## src/rtl/parity_scan_pkg.sv

```systemverilog
// Shared types and the parity check rule for the parity scan engine.
package parity_scan_pkg;

  typedef enum logic [1:0] {
    IDLE  = 2'd0,
    SCAN  = 2'd1,
    DRAIN = 2'd2
  } state_t;

  // Widest data word the shared parity function accepts; narrower words are zero-extended.
  localparam int PAR_MAX_W = 256;

  function automatic logic parity_ok(input logic [PAR_MAX_W-1:0] data,
                                     input logic                 par,
                                     input logic                 odd);
    return (^{data, par}) == odd;
  endfunction

endpackage

```

## src/rtl/parity_chk.sv

```systemverilog
// Combinational word+parity check: flags a word whose XOR reduction differs from the expected sense.
module parity_chk
  import parity_scan_pkg::*;
#(
  parameter int DATA_W = 8
) (
  input  logic [DATA_W-1:0] data,
  input  logic              par,
  input  logic              odd,
  output logic              mismatch
);

  assign mismatch = !parity_ok(PAR_MAX_W'(data), par, odd);

endmodule

```

## src/rtl/parity_scan_engine.sv

```systemverilog
// Memory parity scrubber: walks all banks issuing one read per cycle and checks each returned word.
// Optional build macro PARITY_SCAN_ERR_INJECT_EN adds inj_en/inj_addr to force a mismatch for self-test.
module parity_scan_engine
  import parity_scan_pkg::*;
#(
  parameter int                   DATA_W    = 8,
  parameter int                   ADDR_W    = 3,
  parameter int                   NUM_BANKS = 2,
  parameter logic [NUM_BANKS-1:0] ODD_MASK  = 2'b01,
  parameter int                   ERR_CNT_W = 8,
  localparam int                  BANK_W    = (NUM_BANKS > 1) ? $clog2(NUM_BANKS) : 1,
  localparam int                  AW        = BANK_W + ADDR_W
) (
  input  logic                 clk,
  input  logic                 reset,
  input  logic                 start,
  input  logic                 cont,
`ifdef PARITY_SCAN_ERR_INJECT_EN
  input  logic                 inj_en,
  input  logic [AW-1:0]        inj_addr,
`endif
  output logic                 busy,
  output logic                 done,
  output logic                 rd_en,
  output logic [AW-1:0]        rd_addr,
  input  logic [DATA_W-1:0]    rd_data,
  input  logic                 rd_par,
  output logic                 err_valid,
  output logic [AW-1:0]        err_addr,
  output logic [ERR_CNT_W-1:0] err_count,
  output logic                 first_vld,
  output logic [AW-1:0]        first_addr,
  output state_t               dbg_state
);

  localparam logic [AW-1:0] LAST_ADDR = AW'(NUM_BANKS * (2 ** ADDR_W) - 1);
  localparam int            MASK_W    = 2 ** BANK_W;
  // Padded so every encodable bank index selects a defined bit.
  localparam logic [MASK_W-1:0] ODD_MASK_EXT = MASK_W'(ODD_MASK);

  state_t        state, state_nxt;
  logic          drain_cnt;
  logic [AW-1:0] addr;
  logic          last_issue;
  logic          p_vld;
  logic          p_last;
  logic [AW-1:0] p_addr;
  logic          inj_hit;
  logic          odd_sense;
  logic          mismatch;
  logic          hit;

  assign rd_en      = (state == SCAN);
  assign rd_addr    = addr;
  assign busy       = (state != IDLE);
  assign last_issue = rd_en && (addr == LAST_ADDR);
  assign dbg_state  = state;

`ifdef PARITY_SCAN_ERR_INJECT_EN
  assign inj_hit = inj_en && (p_addr == inj_addr);
`else
  assign inj_hit = 1'b0;
`endif

  assign odd_sense = ODD_MASK_EXT[p_addr[AW-1:ADDR_W]] ^ inj_hit;
  assign hit       = p_vld && mismatch;

  parity_chk #(.DATA_W(DATA_W)) u_chk (
    .data     (rd_data),
    .par      (rd_par),
    .odd      (odd_sense),
    .mismatch (mismatch)
  );

  always_ff @(posedge clk) begin
    if (reset) state <= IDLE;
    else       state <= state_nxt;
  end

  always_comb begin
    state_nxt = state;
    case (state)
      IDLE:    if (start) state_nxt = SCAN;
      SCAN:    if (last_issue && !cont) state_nxt = DRAIN;
      DRAIN:   if (drain_cnt) state_nxt = IDLE;
      default: state_nxt = IDLE;
    endcase
  end

  // Stage 1 carries the issued address to the data-return cycle; stage 2 registers the outcome.
  always_ff @(posedge clk) begin
    if (reset) begin
      drain_cnt  <= 1'b0;
      addr       <= '0;
      p_vld      <= 1'b0;
      p_last     <= 1'b0;
      p_addr     <= '0;
      err_valid  <= 1'b0;
      err_addr   <= '0;
      done       <= 1'b0;
      err_count  <= '0;
      first_vld  <= 1'b0;
      first_addr <= '0;
    end else begin
      drain_cnt <= (state == DRAIN) && !drain_cnt;
      if (rd_en) addr <= last_issue ? '0 : addr + AW'(1);
      p_vld     <= rd_en;
      p_last    <= last_issue;
      p_addr    <= addr;
      err_valid <= hit;
      done      <= p_vld && p_last;
      if (hit) err_addr <= p_addr;
      if (state == IDLE && start) begin
        addr       <= '0;
        err_count  <= '0;
        first_vld  <= 1'b0;
        first_addr <= '0;
      end else if (hit) begin
        if (err_count != '1) err_count <= err_count + ERR_CNT_W'(1);
        if (!first_vld) begin
          first_vld  <= 1'b1;
          first_addr <= p_addr;
        end
      end
    end
  end

endmodule

```

## config.mk

```make
export PLATFORM = sky130hd
export DESIGN_NAME = parity_scan_engine
export DESIGN_NICKNAME = d
export VERILOG_FILES = /design/src/rtl/parity_scan_pkg.sv /design/src/rtl/parity_chk.sv /design/src/rtl/parity_scan_engine.sv
export SDC_FILE = /design/constraint.sdc
export NUM_CORES = 1
export LEC_CHECK = 0
export ABC_AREA = 1
export BUFFER_PORTS_ARGS = -buffer_cell sky130_fd_sc_hd__buf_4
export CAP_MARGIN = 10
export CORE_MARGIN = 8
export CORE_UTILIZATION = 46
export DETAILED_ROUTE_END_ITERATION = 10
export GPL_ROUTABILITY_DRIVEN = 1
export PLACE_DENSITY = 0.83
export SYNTH_ARGS = -nofsm -noshare
export SYNTH_HDL_FRONTEND = slang
export SYNTH_HIERARCHICAL = 1
export SYNTH_SLANG_ARGS = --single-unit
```

## constraint.sdc

```tcl
create_clock -name clk -period 1.44 [get_ports clk]
set_input_delay 0.072 -clock clk [delete_from_list [all_inputs] [get_ports clk]]
set_output_delay 0.072 -clock clk [all_outputs]
set_load 0.05 [all_outputs]
```

==> run_results.csv, run 1 <==
group,metric,value,unit
outcome,run_status,"complete, but fails checks",
outcome,violated_checks,"negative setup slack",
timing,skew,0.00475,ns
synthesis,synthTopCellsByArea,"sky130_fd_sc_hd__dfxtp_1 (43%), sky130_fd_sc_hd__nand2_1 (14%), sky130_fd_sc_hd__inv_1 (7.8%)",
synthesis,ys.flop_type,"sky130_fd_sc_hd__dfxtp_1",
timing,postLayoutSetupSlackWorst,-0.0695,ns
route,post_drt_via_cell_ratio,4.74,
die,io-pin-count,40,
timing,worstMarginPinSlew,0.304,ns
layout,final_layout_size_suffix_gt1_frac,0.361,
synthesis,yosysTopAreaCell,"sky130_fd_sc_hd__dfxtp_1",
placed_design,postPlaceCellArea,0.00187,mm²
placed_design,post-place-ws,-0.124,ns
die,die_w,72.8,µm
timing,setup_viol_count_final,13,
timing,whs,0.0176,ns
layout,final_design_utilization,0.673,
die,floorplan.core_area,0.00305,mm²
route,antenna_violating_nets_post_route,0,
synthesis,synth-edff-count,0,
setup_path,worstPathCellList,"inv_2 -> inv_2 -> nand3_2 -> nand2_2 -> inv_2 -> nand2_2 -> nand2_1 -> nand2_1 -> nand2_1 -> inv_2 -> nand2_4 -> nor2_4 -> buf_6 -> inv_4 -> nand2_1 -> a21oi_1",
synthesis,postSynthRegisterBits,32,
route,drt_drc_violations_left,0,
placed_design,place_hpwl,2.61,mm
worst_hold_path,timing.hold.worst.class,"input pin to flip-flop",
clocking,cts-htree-levels,2,
clocking,cts_root_buffer,"sky130_fd_sc_hd__clkbuf_4",
clocking,cts_buffer_depth,2,
timing,final_min_period_over_clock_period,1.05,
synthesis,synth-seq-area-share,0.431,
layout,syn_to_final_growth,38.4,%
route,first_iter_violations,76,
layout,diodes,0,
layout,fin_nets,284,
synthesis,ys.warnings.count,6,
synthesis,postSynthAreaPerCell,6.84,µm²
pwr,total_leakage_power,0.000960,µW
timing,report.final.slew_viol_count,0,
pwr,irDropWorstVdd,0.385,mV
die,die_area,0.00530,mm²
synthesis,synth_fp_nets,232,
clocking,clock_sink_count,32,
synthesis,yosys-mux-area-fraction,0,
setup_path,arrival,1.74,ns
clocking,insertion_delay,0.33,ns
timing,timing.fmax,662,MHz
synthesis,yosys.area_share.simple,0.356,
synthesis,asyncSetResetFlopFracSynth,0,
route,totalWireLength,3.53,mm
die,initial_core_util,0.486,
timing,maxSlewHeadroom,0.796,
global_routing,grt_antenna_before_repair,0,
synthesis,ys_types,25,
setup_path,type_of_element_launching_the_critical_path,"flip-flop",
setup_path,class_of_the_most_critical_setup_path,"flip-flop to flip-flop",
synthesis,synth-compound-area-share,0.0741,
timing,final_period_minus_worst_setup_slack,1.51,ns
global_routing,pin_count_of_the_biggest_net_entering_global_routing,13,
clocking,tritoncts,"yes",
global_routing,vias_in_the_first_global_route,1395,
die,placement_rows,20,
synthesis,post_synth_most_frequent_cells,"sky130_fd_sc_hd__nand2_1 (57), sky130_fd_sc_hd__dfxtp_1 (32), sky130_fd_sc_hd__inv_1 (31), sky130_fd_sc_hd__nor2_1 (31)",
placed_design,routabilityCongestion,0.863,
die,die_h,72.8,µm
route,route.detailed.wl_per_inst,11.3,µm
setup_path,crit_required,1.67,ns
synthesis,synth_fa_ha_area_frac,0.0168,
setup_path,setup.worst_path.end_class,"flip-flop",
route,via_count,1483,
setup_path,timing.critical_path.slowest_cell_delay,0.33,ns
global_routing,grt_first_pass_wirelength,5.80,mm
synthesis,synthXorXnorAreaFrac,0.0177,
clocking,cts_setup_buffers,0,
clocking,cts.reportedPaths.clkPinSlew,0.09,ns
synthesis,netlist_area,0.00149,mm²
pwr,power_density,878,mW/mm²
synthesis,postSynthCellCount,217,
global_routing,grtUsageTotal,0.138,
synthesis,synthDominantCellAreaShare,0.431,
synthesis,dominant_combinational_cell_family_by_area_after_synthesis,"simple AND/OR/NAND/NOR gates",
timing,final-hold-violation-count,0,
placed_design,io_buffer_count,39,
setup_path,timing.critical_path.fanout_max,6,
timing,rsz_0062_raised_after_global_routing,"true",
synthesis,post-synth-top-count-cell,"sky130_fd_sc_hd__nand2_1",
clocking,total_cts_buffers,5,
global_routing,grt_overflow,0,
layout,postLayoutCellArea,0.00206,mm²
setup_path,cp_slowest_cell,"sky130_fd_sc_hd__dfxtp_2",
flow_run,max_cap_viols,0,
route,detail_route.first_pass.iterations,4,
-- routing by layer --
layer / part of all wire / track usage / wire length (µm)
met4: 0.020 / 0.0889 / 70
met3: 0.068 / 0.0481 / 240
met5: 0 / 0 / 0
met2: 0.48 / 0.231 / 1710
met1: 0.43 / 0.144 / 1510
-- what timing repair did --
| item | in CTS | in global routing |
|---|---|---|
| pin swaps | 2 | 14 |
| endpoints found under the hold margin | 11 | 0 |
| cloned | 1 | 0 |
| hold buffers | 2 | 0 |
| setup endpoints to repair | 17 | 17 |
| resized for setup | 13 | 24 |
-- through the flow --
stage,instances,total power (µW),setup TNS [ns]
5_1_grt,313,1880,-2.38
2_1_floorplan,217,1120,-0.00321
6_report,313,1800,-0.432
4_1_cts,313,1800,0
3_3_place_gp,303,1220,-0.0607
3_5_place_dp,303,1220,-0.903
-- cells by family after synthesis --
kind of cell               after synthesis
and+or+nand+nor                        121
AOI/OAI and AO/OA                       21
buffers and inverters                   38
xor gates and xnor gates                 3
DFF                                     32
adders and majority gates                2
-- final timing paths --
path                             start                         end  slack, ns  cells past startpoint
hold / removal                   start   dbg_state[0]$_SDFFE_PP0P_       0.02                      3
hold reg to reg      p_last$_SDFF_PP0_             done$_SDFF_PP0_       0.43                      2
setup reg to reg  p_addr[3]$_SDFF_PP0_  first_addr[2]$_SDFFE_PP0P_      -0.07                     16
setup / recovery  p_addr[3]$_SDFF_PP0_  first_addr[2]$_SDFFE_PP0P_      -0.07                     16
-- layout by cell type, fill, tap and decap left out, drive strengths merged --
cell type / netlist / routed
nand2: 65 / 65
buf: 3 / 46
inv: 34 / 35
nor2: 33 / 33
dfxtp: 32 / 32
a21oi: 14 / 14
nand3: 14 / 14
clkbuf: 1 / 7
o21ai: 6 / 6
nand4: 5 / 5
nor3: 2 / 2
xor2: 2 / 2
ha: 2 / 2
dlygate4sd3: 0 / 2
or2: 1 / 1
a31oi: 1 / 1
nand3b: 1 / 1
xnor2: 1 / 1
-- registers in the layout, summed over array words and instances, names as in the netlist --
register and cells:
done 1, rd_addr 4, p_vld 1, first_addr 4
err_valid 1, drain_cnt 1, p_last 1, first_vld 1
err_count 8, dbg_state 2, err_addr 4, p_addr 4
-- area by class of cell --
| class | count | area, µm² |
|---|---|---|
| fill | 266 | 997 |
| multi-input combinational | 147 | 768 |
| sequential | 32 | 652 |
| timing repair buffer | 48 | 369 |
| inverter | 34 | 140 |
| clock buffer | 7 | 65.1 |
| tap | 44 | 55.1 |
| timing repair inverter | 1 | 6.26 |
-- power breakdown --
part	internal (µW)	total, µW	switching, µW
clock network	277	567	290
registers	901	919	18.0
logic	115	319	205
-- critical path, delay by kind of cell, from the launching register on --
kind                   cells  cell delay, ns
AO/OA/AOI/OAI              1            0.05
AND/OR/NAND/NOR            9            0.67
flip-flops                 1            0.33
buffers and inverters      6            0.37
Note: power is estimated with default switching activity, not from simulation.
==> run 2: changes to the inputs <==
==> constraint.sdc (replaced) <==
create_clock -name clk -period 1.44 [get_ports clk]
set_input_delay 0.288 -clock clk [delete_from_list [all_inputs] [get_ports clk]]
set_output_delay 0.288 -clock clk [all_outputs]
set_load 0.05 [all_outputs]
==> run_results.csv, run 2 (synthesized netlist as in run 1, its figures left out) <==
group,metric,value,unit
outcome,run_status,"complete, but fails checks",
outcome,violated_checks,"negative setup slack",
placed_design,routabilityCongestion,0.852,
placed_design,postPlaceCellArea,0.00187,mm²
setup_path,r2r-start,"p_addr[3]$_SDFF_PP0_",
clocking,cts_setup_buffers,0,
layout,registers.top_by_ff_count,"err_count",
clocking,cts_root_buffer,"sky130_fd_sc_hd__clkbuf_4",
global_routing,grt_overflow,0,
worst_hold_path,hold_path.startpoint,"reset",
die,placement_rows,20,
setup_path,crit_required,1.67,ns
global_routing,grt_antenna_before_repair,0,
layout,number_of_flip_flops_under_the_largest_register_name,8,
pwr,switchingPower,520,µW
global_routing,met2_capacity_usage_during_global_routing,0.251,
clocking,cts_buffer_depth,2,
setup_path,type_of_element_launching_the_critical_path,"flip-flop",
route,post_drt_via_cell_ratio,4.75,
layout,fin_nets,281,
die,die_area,0.00530,mm²
layout,most_used_cells_in_the_layout_excluding_fill_and_tap_cells,"sky130_fd_sc_hd__nand2_1 (51), sky130_fd_sc_hd__buf_4 (41), sky130_fd_sc_hd__inv_1 (27)",
pwr,irDropWorstVdd,0.653,mV
layout,final_layout_size_suffix_gt1_frac,0.372,
setup_path,class_of_the_most_critical_setup_path,"flip-flop to flip-flop",
route,via_count,1471,
global_routing,grt_most_used_layer,"met2",
setup_path,setup.worst_path.end_class,"flip-flop",
setup_path,timing.critical_path.slowest_cell_delay,0.33,ns
route,first_iter_violations,115,
setup_path,launching_instance_or_port_of_the_critical_path,"p_addr[3]$_SDFF_PP0_",
clocking,insertion_delay,0.33,ns
route,drt_drc_violations_left,0,
timing,setup_viol_count_final,3,
route,detail_route.first_pass.iterations,4,
die,die_w,72.8,µm
global_routing,met1_usage,0.149,
timing,final_min_period_over_clock_period,1.01,
pwr,total_leakage_power,0.000961,µW
pwr,pwr-share-seq,0.507,
pwr,netSwitchingFraction,0.287,
setup_path,worstPathCellList,"inv_2 -> inv_2 -> nand3_2 -> nand2_2 -> nand3_2 -> nand2_1 -> nand2_1 -> nand2_1 -> inv_2 -> nand2_4 -> inv_8 -> buf_6 -> o21ai_2 -> a21oi_1",
pwr,power_density,885,mW/mm²
timing,final-hold-violation-count,0,
timing,postLayoutSetupSlackWorst,-0.0137,ns
timing,maxSlewHeadroom,0.825,
timing,skew,0.00737,ns
placed_design,io_buffer_count,39,
setup_path,crit_buf_inv,5,
die,floorplan.core_area,0.00305,mm²
setup_path,arrival,1.68,ns
flow_run,max_cap_viols,0,
timing,report.final.slew_viol_count,0,
layout,layout_commonest_cell,"sky130_fd_sc_hd__nand2_1",
pwr,finalPower,1810,µW
placed_design,post-place-ws,-0.226,ns
route,antenna_violating_nets_post_route,0,
global_routing,grt_first_pass_wirelength,6.07,mm
global_routing,grtUsageTotal,0.144,
clocking,clock_sink_count,32,
global_routing,met3_demand_to_capacity_share_in_global_routing,0.0618,
layout,diodes,0,
clocking,cts.reportedPaths.clkPinSlew,0.09,ns
layout,syn_to_final_growth,38.0,%
timing,whs,0.199,ns
global_routing,pin_count_of_the_biggest_net_entering_global_routing,13,
layout,postLayoutCellArea,0.00205,mm²
timing,worstMarginPinSlew,0.262,ns
timing,final_period_minus_worst_setup_slack,1.45,ns
clocking,total_cts_buffers,5,
timing,rsz_0062_raised_after_global_routing,"true",
setup_path,timing.critical_path.fanout_max,8,
setup_path,worst_path_dominant_cell_family,"simple AND/OR/NAND/NOR gates",
worst_hold_path,timing.hold.worst.class,"input pin to flip-flop",
die,io-pin-count,40,
setup_path,cp_slowest_cell,"sky130_fd_sc_hd__dfxtp_2",
clocking,tritoncts,"yes",
pwr,relative_contribution_of_combinational_cells_to_total_power,0.178,
route,totalWireLength,3.62,mm
placed_design,place_hpwl,2.65,mm
pwr,intPower,1290,µW
pwr,clockPowerShare,0.315,
die,die_h,72.8,µm
die,initial_core_util,0.486,
timing,timing.fmax,688,MHz
clocking,cts-htree-levels,2,
route,route.detailed.wl_per_inst,11.7,µm
global_routing,vias_in_the_first_global_route,1466,
## run 2: changes by cell type in the layout (fill, tap and decap cells not counted), sizes merged
cell,change
buf,-1
dlygate4sd3,-2
## run 2: per-layer routing
metal	part of all wire	wire [µm]
met1	0.41	1500
met2	0.51	1850
met3	0.063	226
met4	0.013	46
met5	0	0
## run 2: cell type report
class / count / area (µm²)
sequential: 32 / 653
fill: 273 / 1000
inverter: 34 / 138
timing repair inverter: 1 / 6.26
timing repair buffer: 45 / 353
tap: 44 / 55.1
multi-input combinational: 147 / 779
clock buffer: 7 / 65.1
## run 2: path summary, 6_finish.rpt
kind                               endpoint  slack (ns)  cells past startpoint
setup reg to reg   err_addr[3]$_SDFFE_PP0P_       -0.01                     14
setup / recovery   err_addr[3]$_SDFFE_PP0P_       -0.01                     14
hold / removal    dbg_state[1]$_SDFFE_PP0P_        0.20                      2
hold reg to reg             done$_SDFF_PP0_        0.42                      2
## run 2: power groups by stage
stage,combinational [µW],sequential [µW],clock (µW)
6_report,323,919,572
4_1_cts,311,918,583
3_3_place_gp,282,936,0
3_5_place_dp,288,937,0
2_1_floorplan,137,988,0
5_1_grt,355,922,624
## run 2: what timing repair did
action | CTS | global route
gates resized for setup | 24 | 17
gates cloned | 1 | 0
pin swaps | 10 | 13
setup endpoints to repair | 17 | 18
hold buffers | 0 | 0
## run 2: metrics by stage
| stage | utilization | setup TNS [ns] | instances |
|---|---|---|---|
| after floorplan | - | -0.00321 | 217 |
| after global placement | 0.611 | -1.82 | 302 |
| after detailed placement | 0.611 | -2.79 | 302 |
| after CTS | 0.655 | -0.0771 | 310 |
| after global routing | 0.671 | -2.35 | 310 |
| final | 0.671 | -0.0294 | 310 |
==> run 3: changes to the inputs <==
--- a/config.mk
+++ b/config.mk
@@ -5,13 +5,13 @@
 export SDC_FILE = /design/constraint.sdc
 export NUM_CORES = 1
 export LEC_CHECK = 0
-export ABC_AREA = 1
 export BUFFER_PORTS_ARGS = -buffer_cell sky130_fd_sc_hd__buf_4
 export CAP_MARGIN = 10
 export CORE_MARGIN = 8
-export CORE_UTILIZATION = 46
+export CORE_UTILIZATION = 45
 export DETAILED_ROUTE_END_ITERATION = 10
 export GPL_ROUTABILITY_DRIVEN = 1
+export GPL_TIMING_DRIVEN = 0
 export PLACE_DENSITY = 0.83
 export SYNTH_ARGS = -nofsm -noshare
 export SYNTH_HDL_FRONTEND = slang
==> run_results.csv, run 3 <==
group,metric,value,unit
timing,rsz_0062_raised_after_global_routing,"true",
timing,worstMarginPinSlew,0.547,ns
synthesis,postSynthAreaPerCell,9.55,µm²
route,antenna_violating_nets_post_route,0,
timing,setup_viol_count_final,18,
global_routing,grt_antenna_before_repair,0,
layout,most_used_cells_in_the_layout_excluding_fill_and_tap_cells,"sky130_fd_sc_hd__buf_4 (42), sky130_fd_sc_hd__dfxtp_1 (25), sky130_fd_sc_hd__nor2_1 (11)",
synthesis,dominant_combinational_cell_family_by_area_after_synthesis,"simple AND/OR/NAND/NOR gates",
synthesis,synthXorXnorAreaFrac,0.0728,
synthesis,synthDominantCellAreaShare,0.466,
route,post_drt_via_cell_ratio,5.44,
synthesis,yosysTopAreaCell,"sky130_fd_sc_hd__dfxtp_1",
global_routing,vias_in_the_first_global_route,1214,
timing,final_min_period_over_clock_period,1.26,
clocking,clock_sink_count,32,
timing,postLayoutSetupSlackWorst,-0.368,ns
timing,timing.fmax,553,MHz
global_routing,pin_count_of_the_biggest_net_entering_global_routing,13,
die,io-pin-count,40,
die,die_h,71.3,µm
die,floorplan.core_area,0.00298,mm²
setup_path,arrival,2.04,ns
setup_path,class_of_the_most_critical_setup_path,"flip-flop to flip-flop",
pwr,finalPower,1780,µW
die,die_area,0.00508,mm²
synthesis,ys.warnings.count,6,
synthesis,ys.flop_type,"sky130_fd_sc_hd__dfxtp_1",
clocking,insertion_delay,0.33,ns
layout,syn_to_final_growth,44.7,%
timing,skew,0.00768,ns
clocking,cts_buffer_depth,2,
timing,maxSlewHeadroom,0.636,
pwr,total_leakage_power,0.000814,µW
outcome,run_status,"complete, but fails checks",
timing,final_period_minus_worst_setup_slack,1.81,ns
route,detail_route.first_pass.iterations,4,
clocking,total_cts_buffers,5,
timing,setup-tns-final,-4.25,ns
clocking,cts.reportedPaths.clkPinSlew,0.11,ns
setup_path,timing.critical_path.fanout_max,6,
route,first_iter_violations,81,
layout,final_layout_size_suffix_gt1_frac,0.490,
layout,layout_commonest_cell,"sky130_fd_sc_hd__buf_4",
synthesis,synth-compound-area-share,0.0974,
synthesis,post_synth_most_frequent_cells,"sky130_fd_sc_hd__dfxtp_1 (32), sky130_fd_sc_hd__nand2_1 (15), sky130_fd_sc_hd__a21oi_1 (14), sky130_fd_sc_hd__nor2_1 (11)",
setup_path,crit_required,1.67,ns
placed_design,place_hpwl,2.42,mm
route,route.detailed.wl_per_inst,15.1,µm
layout,fin_nets,210,
synthesis,ys_types,39,
layout,number_of_flip_flops_under_the_largest_register_name,8,
placed_design,io_buffer_count,39,
synthesis,synth-edff-count,0,
layout,final_design_utilization,0.668,
route,via_count,1246,
synthesis,post-synth-top-count-cell,"sky130_fd_sc_hd__dfxtp_1",
synthesis,synth_fp_nets,159,
synthesis,synthTopCellsByArea,"sky130_fd_sc_hd__dfxtp_1 (47%), sky130_fd_sc_hd__a21oi_1 (5.1%), sky130_fd_sc_hd__mux2i_1 (5.1%)",
die,initial_core_util,0.462,
global_routing,grtUsageTotal,0.130,
clocking,tritoncts,"yes",
synthesis,yosys-mux-area-fraction,0.0510,
clocking,cts_root_buffer,"sky130_fd_sc_hd__clkbuf_4",
synthesis,netlist_area,0.00138,mm²
pwr,irDropWorstVdd,0.519,mV
die,die_w,71.3,µm
setup_path,type_of_element_launching_the_critical_path,"flip-flop",
route,totalWireLength,3.46,mm
setup_path,setup.worst_path.end_class,"flip-flop",
placed_design,routabilityCongestion,0.788,
timing,final-hold-violation-count,0,
global_routing,grt_first_pass_wirelength,5.45,mm
synthesis,postSynthCellCount,144,
flow_run,max_cap_viols,0,
timing,report.final.slew_viol_count,0,
synthesis,asyncSetResetFlopFracSynth,0,
synthesis,synth-seq-area-share,0.466,
layout,diodes,0,
synthesis,postSynthRegisterBits,32,
pwr,power_density,897,mW/mm²
synthesis,synth_fa_ha_area_frac,0.0182,
route,drt_drc_violations_left,0,
outcome,violated_checks,"negative setup slack",
die,placement_rows,20,
global_routing,grt_overflow,0,
synthesis,yosys.area_share.simple,0.261,
layout,nFillCells,229,
layout,registers.top_by_ff_count,"err_count",
clocking,cts-htree-levels,2,
worst_hold_path,timing.hold.worst.class,"input pin to flip-flop",
run 3: final cells by class:
type	count	area [µm²]	area share
timing repair buffer	44	345	0.174
multi-input combinational	103	831	0.418
buffer	6	45.0	0.0226
clock buffer	5	37.5	0.0189
inverter	3	11.3	0.00566
clock inverter	3	23.8	0.0119
sequential	32	654	0.329
tap	33	41.3	0.0208
run 3: metrics by stage:
stage / setup slack [ns] / cell area (µm²) / instances / hold WS (ns)
5_1_grt: -0.484 / 1990 / 229 / 0.242
3_5_place_dp: -0.571 / 1740 / 216 / 0.399
6_report: -0.368 / 1990 / 229 / 0.238
3_3_place_gp: -0.519 / 1740 / 216 / 0.398
2_1_floorplan: -0.310 / 1400 / 144 / 0.388
4_1_cts: -0.339 / 1920 / 227 / 0.234
run 3: timing repair:
action,CTS,global route
hold buffers,0,0
gates resized for setup,25,15
endpoints found under the setup margin,20,19
pin swaps,13,7
setup buffers,3,2
cloned,0,0
run 3: cell families (layout without fill, tap and decap cells):
logic type                 after synthesis  in the layout
AOI/OAI and AO/OA                       22             22
and+or+nand+nor                         63             63
xor gates and xnor gates                 9              9
DFF                                     32             32
muxes                                    7              7
buffers and inverters                    9             61
adders and majority gates                2              2
run 3: routing by layer:
layer | wire (µm) | vias to the layer above | GRT usage
li1 | - | 608 | -
met1 | 1500 | 600 | 0.142
met2 | 1760 | 36 | 0.230
met3 | 195 | 2 | 0.0446
met4 | 12 | 0 | 0.0370
met5 | 0 | - | 0
run 3: worst max-delay path: stages (launching register included):
cell and delay [ns]:
sky130_fd_sc_hd__dfxtp_2 0.35, sky130_fd_sc_hd__inv_2 0.04, sky130_fd_sc_hd__xnor2_2 0.11, sky130_fd_sc_hd__xnor3_2 0.31
sky130_fd_sc_hd__xnor2_4 0.25, sky130_fd_sc_hd__nand3b_1 0.28, sky130_fd_sc_hd__mux2i_1 0.29, sky130_fd_sc_hd__nor2_1 0.07
run 3: power breakdown:
part           switching, µW  internal, µW  total (µW)
clock network            335           192         527
logic                    185           158         343
registers               18.3           896         914
run 3: worst paths after layout:
check / start / endpoint / slack, ns / depth (start not counted)
setup / recovery: p_addr[3]$_SDFF_PP0_ / first_addr[2]$_SDFFE_PP0P_ / -0.37 / 7
hold reg to reg: drain_cnt$_SDFF_PP0_ / drain_cnt$_SDFF_PP0_ / 0.42 / 1
hold / removal: start / dbg_state[0]$_SDFFE_PP0P_ / 0.24 / 3
setup reg to reg: p_addr[3]$_SDFF_PP0_ / first_addr[2]$_SDFFE_PP0P_ / -0.37 / 7
